`src/rtl/bus_fabric.sv`:
```
// rtl/bus_fabric.sv - single-master, N-slave memory-mapped bus fabric
//
// Decodes the master address against per-slave base/mask windows, registers
// the request, drives exactly one slave through a one-hot enable and returns
// a registered one-cycle completion. Unmapped accesses and slaves that never
// answer complete with an error so the master cannot hang.
//
// Ports:
//   clk, rst      clock; asynchronous active-high reset
//   m_addr        master address
//   m_wdata       master write data
//   m_wstrb       master byte enables
//   m_write       1 = write, 0 = read
//   m_enable      request valid, held stable until m_ready
//   m_rdata       completion read data (valid while m_ready)
//   m_ready       one-cycle completion pulse
//   m_error       completion is an error (valid while m_ready)
//   s_addr        latched address, broadcast to all slaves
//   s_wdata       latched write data, broadcast
//   s_wstrb       latched byte enables, broadcast
//   s_write       latched direction, broadcast
//   s_enable      one-hot slave select, high for the cycles spent in ACTIVE
//   s_rdata       flattened slave read data, slot i at [i*DATA_WIDTH +: DATA_WIDTH]
//   s_ready       per-slave done, may be combinational from s_enable
//   err_count     saturating count of error completions
//
// ERR_COUNT_WIDTH sets the width of the internal error counter; it saturates
// at all-ones of that width and is zero-extended onto the 16-bit err_count.

module bus_fabric #(
  parameter int NUM_SLAVES      = 4,
  parameter int ADDR_WIDTH      = 32,
  parameter int DATA_WIDTH      = 32,
  parameter logic [NUM_SLAVES*ADDR_WIDTH-1:0] SLAVE_BASE =
    {32'h4000_2000, 32'h4000_1000, 32'h4000_0000, 32'h0000_0000},
  parameter logic [NUM_SLAVES*ADDR_WIDTH-1:0] SLAVE_MASK =
    {32'hFFFF_F000, 32'hFFFF_F000, 32'hFFFF_F000, 32'hC000_0000},
  parameter int TIMEOUT_CYCLES  = 255,
  parameter int ERR_COUNT_WIDTH = 16
) (
  input  logic                             clk,
  input  logic                             rst,
  input  logic [ADDR_WIDTH-1:0]            m_addr,
  input  logic [DATA_WIDTH-1:0]            m_wdata,
  input  logic [DATA_WIDTH/8-1:0]          m_wstrb,
  input  logic                             m_write,
  input  logic                             m_enable,
  output logic [DATA_WIDTH-1:0]            m_rdata,
  output logic                             m_ready,
  output logic                             m_error,
  output logic [ADDR_WIDTH-1:0]            s_addr,
  output logic [DATA_WIDTH-1:0]            s_wdata,
  output logic [DATA_WIDTH/8-1:0]          s_wstrb,
  output logic                             s_write,
  output logic [NUM_SLAVES-1:0]            s_enable,
  input  logic [NUM_SLAVES*DATA_WIDTH-1:0] s_rdata,
  input  logic [NUM_SLAVES-1:0]            s_ready,
  output logic [15:0]                      err_count
);

  localparam int SEL_W = (NUM_SLAVES > 1) ? $clog2(NUM_SLAVES) : 1;
  // Counter must hold 0..TIMEOUT_CYCLES-1; keep at least one bit when disabled.
  localparam int CNT_W = (TIMEOUT_CYCLES > 0) ? $clog2(TIMEOUT_CYCLES + 1) : 1;
  localparam logic [CNT_W-1:0] CNT_LAST =
    (TIMEOUT_CYCLES > 0) ? CNT_W'(TIMEOUT_CYCLES - 1) : '0;
  localparam int EW = ERR_COUNT_WIDTH;

  typedef enum logic [1:0] {
    IDLE   = 2'd0,
    ACTIVE = 2'd1,
    RESP   = 2'd2
  } state_t;

  state_t                  state_q, state_d;
  logic [SEL_W-1:0]        sel_q;
  logic [CNT_W-1:0]        cnt_q;
  logic [DATA_WIDTH-1:0]   rdata_q;
  logic                    error_q;
  logic [EW-1:0]           err_q;

  logic                    hit;
  logic [SEL_W-1:0]        hit_idx;
  logic                    sel_ready;
  logic [DATA_WIDTH-1:0]   sel_rdata;
  logic                    timeout_hit;

  logic                    latch_req;
  logic                    cnt_clr;
  logic                    cnt_inc;
  logic                    resp_load;
  logic                    resp_err;
  logic [DATA_WIDTH-1:0]   resp_data;

  // Address decode; scanning from the top down leaves the lowest matching
  // index in hit_idx, so lower slots win on overlapping windows.
  always_comb begin
    hit     = 1'b0;
    hit_idx = '0;
    for (int i = NUM_SLAVES - 1; i >= 0; i--) begin
      if ((m_addr & SLAVE_MASK[i*ADDR_WIDTH +: ADDR_WIDTH]) ==
          (SLAVE_BASE[i*ADDR_WIDTH +: ADDR_WIDTH] & SLAVE_MASK[i*ADDR_WIDTH +: ADDR_WIDTH])) begin
        hit     = 1'b1;
        hit_idx = SEL_W'(i);
      end
    end
  end

  // Only the latched slave's ready/rdata are observed; others are ignored.
  always_comb begin
    sel_ready = 1'b0;
    sel_rdata = '0;
    for (int i = 0; i < NUM_SLAVES; i++) begin
      if (sel_q == SEL_W'(i)) begin
        sel_ready = s_ready[i];
        sel_rdata = s_rdata[i*DATA_WIDTH +: DATA_WIDTH];
      end
    end
  end

  assign timeout_hit = (TIMEOUT_CYCLES > 0) && (cnt_q == CNT_LAST);

  always_ff @(posedge clk or posedge rst) begin
    if (rst) begin
      state_q <= IDLE;
    end else begin
      state_q <= state_d;
    end
  end

  always_comb begin
    state_d   = state_q;
    latch_req = 1'b0;
    cnt_clr   = 1'b0;
    cnt_inc   = 1'b0;
    resp_load = 1'b0;
    resp_err  = 1'b0;
    resp_data = '0;
    case (state_q)
      IDLE: begin
        if (m_enable) begin
          latch_req = 1'b1;
          if (hit) begin
            state_d = ACTIVE;
            cnt_clr = 1'b1;
          end else begin
            state_d   = RESP;
            resp_load = 1'b1;
            resp_err  = 1'b1;
          end
        end
      end
      ACTIVE: begin
        // Ready is tested before timeout so a same-cycle answer is not an error.
        if (sel_ready) begin
          state_d   = RESP;
          resp_load = 1'b1;
          resp_data = s_write ? '0 : sel_rdata;
        end else if (timeout_hit) begin
          state_d   = RESP;
          resp_load = 1'b1;
          resp_err  = 1'b1;
        end else begin
          cnt_inc = (TIMEOUT_CYCLES > 0);
        end
      end
      RESP: begin
        state_d = IDLE;
      end
      default: begin
        state_d = IDLE;
      end
    endcase
  end

  always_ff @(posedge clk or posedge rst) begin
    if (rst) begin
      sel_q   <= '0;
      cnt_q   <= '0;
      rdata_q <= '0;
      error_q <= 1'b0;
      err_q   <= '0;
      s_addr  <= '0;
      s_wdata <= '0;
      s_wstrb <= '0;
      s_write <= 1'b0;
    end else begin
      if (latch_req) begin
        sel_q   <= hit_idx;
        s_addr  <= m_addr;
        s_wdata <= m_wdata;
        s_wstrb <= m_wstrb;
        s_write <= m_write;
      end
      if (cnt_clr) begin
        cnt_q <= '0;
      end else if (cnt_inc) begin
        cnt_q <= cnt_q + CNT_W'(1);
      end
      if (resp_load) begin
        rdata_q <= resp_data;
        error_q <= resp_err;
      end
      if ((state_q == RESP) && error_q && (err_q != {EW{1'b1}})) begin
        err_q <= err_q + EW'(1);
      end
    end
  end

  // Enable is a pure function of state and the latched index, so reset
  // removes it asynchronously.
  always_comb begin
    s_enable = '0;
    if (state_q == ACTIVE) begin
      for (int i = 0; i < NUM_SLAVES; i++) begin
        if (sel_q == SEL_W'(i)) begin
          s_enable[i] = 1'b1;
        end
      end
    end
  end

  assign m_ready   = (state_q == RESP);
  assign m_rdata   = rdata_q;
  assign m_error   = error_q;
  assign err_count = 16'(err_q);

endmodule

```
`config.mk`:
```
export PLATFORM = sky130hd
export DESIGN_NAME = bus_fabric
export DESIGN_NICKNAME = d
export VERILOG_FILES = /design/src/rtl/bus_fabric.sv
export SDC_FILE = /design/constraint.sdc
export NUM_CORES = 1
export LEC_CHECK = 0
export CORE_UTILIZATION = 36
export DETAILED_ROUTE_END_ITERATION = 16
export PLACE_DENSITY = 0.8
export SLEW_MARGIN = 40
export SYNTH_ARGS = -nofsm -noshare
export SYNTH_HDL_FRONTEND = slang
export SYNTH_SLANG_ARGS = --single-unit
```
`constraint.sdc`:
```
create_clock -name clk -period 4.2 [get_ports clk]
set_input_delay 1.05 -clock clk [delete_from_list [all_inputs] [get_ports clk]]
set_output_delay 1.05 -clock clk [all_outputs]
set_load 0.03 [all_outputs]
```
* Word-level counts from Yosys, hierarchy flattened
Cells that the tools add are included.
** Cells by class
- Add/subtract/negate cells :: 2
- Equal/unequal tests :: 12
- Multiplexer cells :: 46
- Reductions and logical operators :: 7
** Operators with widths (count)
- $mux 32 :: 7
- $eq 20x19->1 const B :: 3
- $logic_not 32->1 :: 1
- $mux 1 :: 25
- $add 16x1->16 const B :: 1
- $mux 2 :: 8
- $mux 8 :: 2
- $ne 16x16->1 const B :: 1
- $add 8x1->8 const B :: 1
- $eq 8x8->1 const B :: 1
- $eq 2x2->1 const B :: 3
- $eq 2x1->1 const B :: 2
- $logic_not 2->1 :: 2
- $mux 4 :: 1
- $pmux 1 s2 :: 2
- $pmux 2 s2 :: 1
- $ne 3x3->1 const B :: 1
- $logic_and 1x1->1 :: 2
- $ne 2x2->1 const B :: 1
- $reduce_and 2->1 :: 1
- $reduce_bool 2->1 :: 1
** Storage, ports and cells
- Register bits after elaboration :: 130
- Input port bits :: 204
- Output and inout port bits :: 123
- Word-level logic and storage cells :: 77

* Longest topological paths before layout
Gate-level depths: netlist (run 1).
- Word-level depth :: 9
- Mapped depth :: 7
- Gate-level depth less buffers :: 7

* Least setup slack after synthesis (run 1)
No wires, ideal clock.
- Path type :: register to output
- Start point :: register sel_q[0]
- End point :: output s_enable[0]
- Arrival :: 1597 ps
- Data required time :: 3150 ps
- Path slack :: 1553 ps
- Stages on the path, launching flop included :: 4
- Buffers on the path :: 2
- Path through :: dfrtp_1 -> buf_2 -> buf_1 -> nor3_1
** On the way
- Longest elaborated chain between the ends :: 3
** Ends and longest elaborated chain
- from (decl) :: line 75 : logic [SEL_W-1:0] sel_q;
- from (signal assigned) :: line 188 : sel_q <= hit_idx;
- $logic_not 2->1 :: line 215 : if (sel_q == SEL_W'(i)) begin
- $mux 1 :: line 215
- $mux 4 :: line 213 : if (state_q == ACTIVE) begin
- to (decl) :: line 55 : output logic [NUM_SLAVES-1:0] s_enable,
Every way passes these cells.

* Worst setup path after layout (run 1)
- Start point :: register sel_q[1]
- End point :: output s_enable[2]
** On the way
- Longest elaborated chain between the ends :: 3
** Ends and longest elaborated chain (line)
- $eq 2x2->1 :: 215
- $mux 1 :: 215
- $mux 4 :: 213
Every way passes these cells.

==> metrics.cfg, run 1 <==
[cts]
root_buffer=clkbuf_16
clock_path_buffers=2
post_cts_buffers=0
clkSinkCount=130
ctsResizeCount=0
clk_pin_slew_ns=0.06
cts_tree=yes
clock_latency_ns=0.41
htreeDepth=4
ctsHoldBuffers=0
cts_buffers=17

[synthesis]
syn_inst=556
ys_seq_area_frac=0.5361
post_synth.cell_area_avg_sq_um=10.91
ys_top_cells_by_area=dfrtp_1, nand2_1, mux4_2
ys_types=48
syn-num-nets=763
synth_top_cell_by_area=dfrtp_1
ys_warn_count=0
synth_area_sq_um=6068
ys_ff_latch=130
synth_top_cell_area_share=0.5361

[route]
viasPerCell=4.957
ant_nets=0
first_pass_iters=4
drc=0
vias=5527
routedWlPerCell_um=17.96
drt_iter0_drc=221
wirelength_um=20020

[sta]
worstMarginPinSlew_ns=0.8633
grt_setup_unrepaired=false
clock.fmax_mhz=288.4
fin_tns_setup_ns=0
setup_viol=0
finalHoldViolCount=0
drv_slew=0
clock_skew_ns=0.01116
setup_ws_ns=0.7326
fin_crit_ns=3.467
slew_headroom=0.4244
finalCritPeriodShare=0.8256

[power_and_ir_drop]
cellPowerDensity_nw_per_um2=451.6
swShare=0.3437
pwr-share-comb=0.332
intPower_mw=3.018
p_leak_nw=4.457
power.total_mw=4.598
p_seq_frac=0.356
p_switching_mw=1.580
clock_power_share=0.311
ir_drop_uv=263.1

[layout]
final-seq-area_sq_um=3256
nets=1087
multi_input_area_sq_um=2671
drive_gt1_frac=0.1321
finalNonFillerCells=1115
area_growth_pct=67.79
nFillCells=1371

[global_routing]
grt_max_degree=74
met2_usage=0.3980
grt_util_met1=0.2881
grt_pass1_wl_um=31800
grt_overflow=0
grt-busiest-layer=met2
grt_usage=0.2408
grt_pass1_vias=5690
met3_usage=0.07997
antenna_found_initial=2

[worst_setup_path]
critPathLaunchType=flop
cp_max_fo=37
cp_num_buf_inv=2
cp_top_family=flip-flops
timing_worst_setup_path_type=flop to primary output
critPathRequiredTime_ns=3.15
cp-end-kind=primary output
cpMaxStageDelayCell=dfrtp_2
cp_cell_sequence=inv_1, nor3_1, clkdlybuf4s50_1
max_stage_delay_ns=0.92
critPathArrivalTime_ns=2.42

[die]
start_util=0.3672
dieArea_sq_um=17380
pin_count=327
die_x_um=131.8
rows=47
fp.dieH_um=131.8
core_sq_um=16520

[placement]
port_buffers=326
place_ws_ns=0.8859
place_congestion=0.8583
dp_hpwl_um=14950
dp_cells=1081

[run_status]
status=finished, final reports clean

[worst_hold_path]
min_path_type=flop to flop

[job]
maxCapViolCount=0

## state kept, by name (all words and copies together) (netlist names)
name       count
m_error        1
s_write        1
state_q        2
s_wstrb        4
cnt_q          8
err_count     16
m_rdata       32
s_addr        32
sel_q          2
s_wdata       32
## cell families after synthesis
family | after synthesis | synth area share
flip-flops | 130 | 0.5361
XOR/XNOR | 20 | 0.02887
AND/OR/NAND/NOR | 286 | 0.2045
multiplexers | 35 | 0.1243
buffers and inverters | 34 | 0.02619
AO/OA/AOI/OAI | 48 | 0.07382
adder cells (fa/ha/maj) | 3 | 0.006186
## cell type report
class | instances | area share
multi-input cells | 392 | 0.2623
diodes | 2 | 0.0004915
flip-flops and latches | 130 | 0.3197
repair buffers | 334 | 0.3320
well taps | 220 | 0.02703
clock inverters | 13 | 0.01266
clock buffers | 19 | 0.04350
inverters | 5 | 0.002212
## cell usage after synthesis (all sizes together)
cell type	instances
a211oi	2
a21boi	1
a21oi	4
a22o	32
a31o	1
a31oi	1
and2	3
and3	9
and3b	1
and4	2
and4b	1
buf	10
clkbuf	19
dfrtp	130
ha	3
inv	5
mux2	3
mux4	32
nand2	213
nand2b	1
nand3	12
nand3b	1
nand4	4
nor2	19
nor2b	1
nor3	7
nor3b	2
nor4	3
nor4b	1
nor4bb	1
o21ai	2
o22ai	2
o311a	1
o31ai	1
o32a	1
or2	1
or2b	1
or3	1
or4	2
xnor2	13
xor2	7
## placed cells by master (no fill, tap or decap), drive strengths merged, types with 4 or more instances in the layout
cell type / n
inv: 8
nand4: 4
clkdlybuf4s50: 326
clkinvlp: 4
mux4: 32
nor2: 19
nand2: 213
clkbuf: 19
buf: 8
dfrtp: 130
xor2: 7
xnor2: 13
nand3: 12
a21oi: 4
and3: 9
clkinv: 5
nor3: 7
a22o: 32
## power groups by stage
stage	Sequential [mW]	Combinational [mW]	Clock, mW
finish	1.64	1.53	1.43
global route	1.67	1.63	1.52
CTS	1.64	1.54	1.47
detailed placement	1.65	1.54	0
global placement	1.65	1.51	0
floorplan	2.06	0.359	0
## worst paths after layout
path,from,to,slack (ns),cells after the start
worst max-delay path,sel_q[1],s_enable[2],0.73,3
worst min-delay path,s_wdata[30],s_wdata[30],0.47,2
worst max register to register,sel_q[1],cnt_q[6],1.70,5
worst min register to register,s_wdata[30],s_wdata[30],0.47,2
max in group asynchronous,rst,cnt_q[2],2.45,5
min in group asynchronous,rst,m_rdata[11],0.89,2
## per-stage QoR
step,utilization,instance area (sq um),hold slack [ns]
after floorplan,-,6072,0.5100
after CTS,0.6159,10180,0.4758
after global routing,0.6162,10180,0.4896
after detailed placement,0.5813,9605,0.4612
after global placement,0.5781,9553,0.4565
final,0.6162,10180,0.4696
## per-layer routing
layer / wire length [um] / vias to the layer above
met3: 1635 / 29
li1: - / 2569
met2: 9989 / 245
met5: 0 / -
met4: 520 / 0
met1: 7877 / 2684
## tightest hold or removal path, delay by kind of cell (launching register included)
family / cells / cell delay (ns)
and+or+nand+nor: 2 / 0.10
DFF: 1 / 0.34
Note: power is estimated with default switching activity, not from simulation.
==> run 2: changes to the inputs <==
--- a/config.mk
+++ b/config.mk
@@ -5,9 +5,10 @@
 export SDC_FILE = /design/constraint.sdc
 export NUM_CORES = 1
 export LEC_CHECK = 0
-export CORE_UTILIZATION = 36
+export CORE_AREA = 2 2 127 129
 export DETAILED_ROUTE_END_ITERATION = 16
-export PLACE_DENSITY = 0.8
+export DIE_AREA = 0 0 129 131
+export PLACE_DENSITY = 0.82
 export SLEW_MARGIN = 40
 export SYNTH_ARGS = -nofsm -noshare
 export SYNTH_HDL_FRONTEND = slang
==> constraint.sdc (replaced) <==
create_clock -name clk -period 3.4 [get_ports clk]
set_input_delay 0.85 -clock clk [delete_from_list [all_inputs] [get_ports clk]]
set_output_delay 0.85 -clock clk [all_outputs]
set_load 0.03 [all_outputs]
==> metrics.cfg, run 2 (synthesis gave the netlist of run 1 again) <==
[placement]
place_congestion=0.7769
port_buffers=326
dp_hpwl_um=14730
place_ws_ns=0.2583
dp_cells=1076

[route]
ant_nets=0
routedWlPerCell_um=17.90
viasPerCell=4.963
wirelength_um=19870
drt_iter0_drc=244
drc=0
vias=5509
first_pass_iters=4

[worst_setup_path]
cp-end-kind=primary output
r2r_setup_slack_ns=0.72
critPathArrivalTime_ns=2.30
cp_max_fo=16
startpoint=sel_q[1]
r2r-start=sel_q[1]
critPathLaunchType=flop
timing_worst_setup_path_type=flop to primary output
cp-endpoint=s_enable[2]
critPathRequiredTime_ns=2.55
r2r_end=cnt_q[5]
r2r_cells=6

[sta]
drv_slew=0
fin_tns_setup_ns=0
grt_setup_unrepaired=false
setup_ws_ns=0.2468
clock_skew_ns=0.009657
slew_headroom=0.5051
setup_viol=0
finalCritPeriodShare=0.9274
finalHoldViolCount=0
fin_crit_ns=3.153
worstMarginPinSlew_ns=0.7423
whs_ns=0.4697
clock.fmax_mhz=317.1

[die]
pin_count=327
fp.dieH_um=131
core_sq_um=15600
die_x_um=129
rows=46
start_util=0.3891
dieArea_sq_um=16900

[power_and_ir_drop]
pwr-share-comb=0.327
cellPowerDensity_nw_per_um2=568.0
swShare=0.3392
power.total_mw=5.768
p_seq_frac=0.350
p_leak_nw=4.448
clock_power_share=0.323
p_switching_mw=1.957
intPower_mw=3.812
ir_drop_uv=356.8

[job]
maxCapViolCount=0

[cts]
clk_pin_slew_ns=0.06
ctsHoldBuffers=0
root_buffer=clkbuf_16
ctsResizeCount=0
cts_tree=yes
clock_path_buffers=2
post_cts_buffers=0
cts_buffers=17
clkSinkCount=130
htreeDepth=4
clock_latency_ns=0.42

[global_routing]
grt_usage=0.2362
antenna_found_initial=3
grt_pass1_wl_um=30220
grt_max_degree=131
grt_pass1_vias=5690
grt_overflow=0

[layout]
finalNonFillerCells=1110
area_growth_pct=67.34
final_common_cell=clkdlybuf4s50_1
nFillCells=1207
final_cell_mix=clkdlybuf4s50_1, nand2_1, dfrtp_1
drive_gt1_frac=0.1312
nets=1086

[worst_hold_path]
min_path_type=flop to flop

[run_status]
status=finished, final reports clean

==> run 2: metal layers <==
metal | track usage | part of all wire | wire length, um | vias to the layer above
li1 | - | - | - | 2566
met1 | 0.2701 | 0.38 | 7616 | 2646
met2 | 0.3931 | 0.49 | 9711 | 251
met3 | 0.09283 | 0.094 | 1868 | 44
met4 | 0.1087 | 0.033 | 659 | 2
met5 | 0 | 0.00065 | 13 | -
==> run 2: power groups by stage <==
stage          sequential, mW  combinational [mW]  clock (mW)
4_1_cts                  2.02                1.90        1.90
6_report                 2.02                1.89        1.86
3_5_place_dp             2.04                1.90           0
5_1_grt                  2.06                2.01        1.96
2_1_floorplan            2.55               0.443           0
3_3_place_gp             2.03                1.86           0
==> run 2: per-stage QoR <==
step                utilization  instance area (sq um)
global route             0.6511                  10150
detailed placement       0.6121                   9547
global placement         0.6117                   9542
CTS                      0.6507                  10150
floorplan                     -                   6072
finish                   0.6511                  10150
==> run 2: worst min path at each step <==
| stage | startpoint | end | slack, ns | cells past startpoint |
|---|---|---|---|---|
| 2_1_floorplan | cnt_q[6] | cnt_q[6] | 0.51 | 2 |
| 3_3_place_gp | s_addr[9] | s_addr[9] | 0.46 | 2 |
| 3_5_place_dp | s_wdata[15] | s_wdata[15] | 0.46 | 2 |
| 4_1_cts | s_wdata[4] | s_wdata[4] | 0.48 | 2 |
| 5_1_grt | s_wdata[31] | s_wdata[31] | 0.49 | 2 |
| 6_report | s_wdata[9] | s_wdata[9] | 0.47 | 2 |
==> run 2: layout make-up <==
cell class                 instances  area, sq um  share of cell area
clock inverter                    13        150.1             0.01479
antenna                            2        5.005           0.0004929
clock buffer                      19        452.9             0.04460
timing repair buffer             333         3328              0.3277
inverter                           5        22.52            0.002218
tap                              216        270.3             0.02661
sequential                       130         3254              0.3205
multi-input combinational        392         2671              0.2631
==> run 2: critical path, cell delays in order, from the launching register on <==
cell and delay (ns):
dfrtp_1 0.77, inv_1 0.20, nor3_1 0.21, clkdlybuf4s50_1 0.71
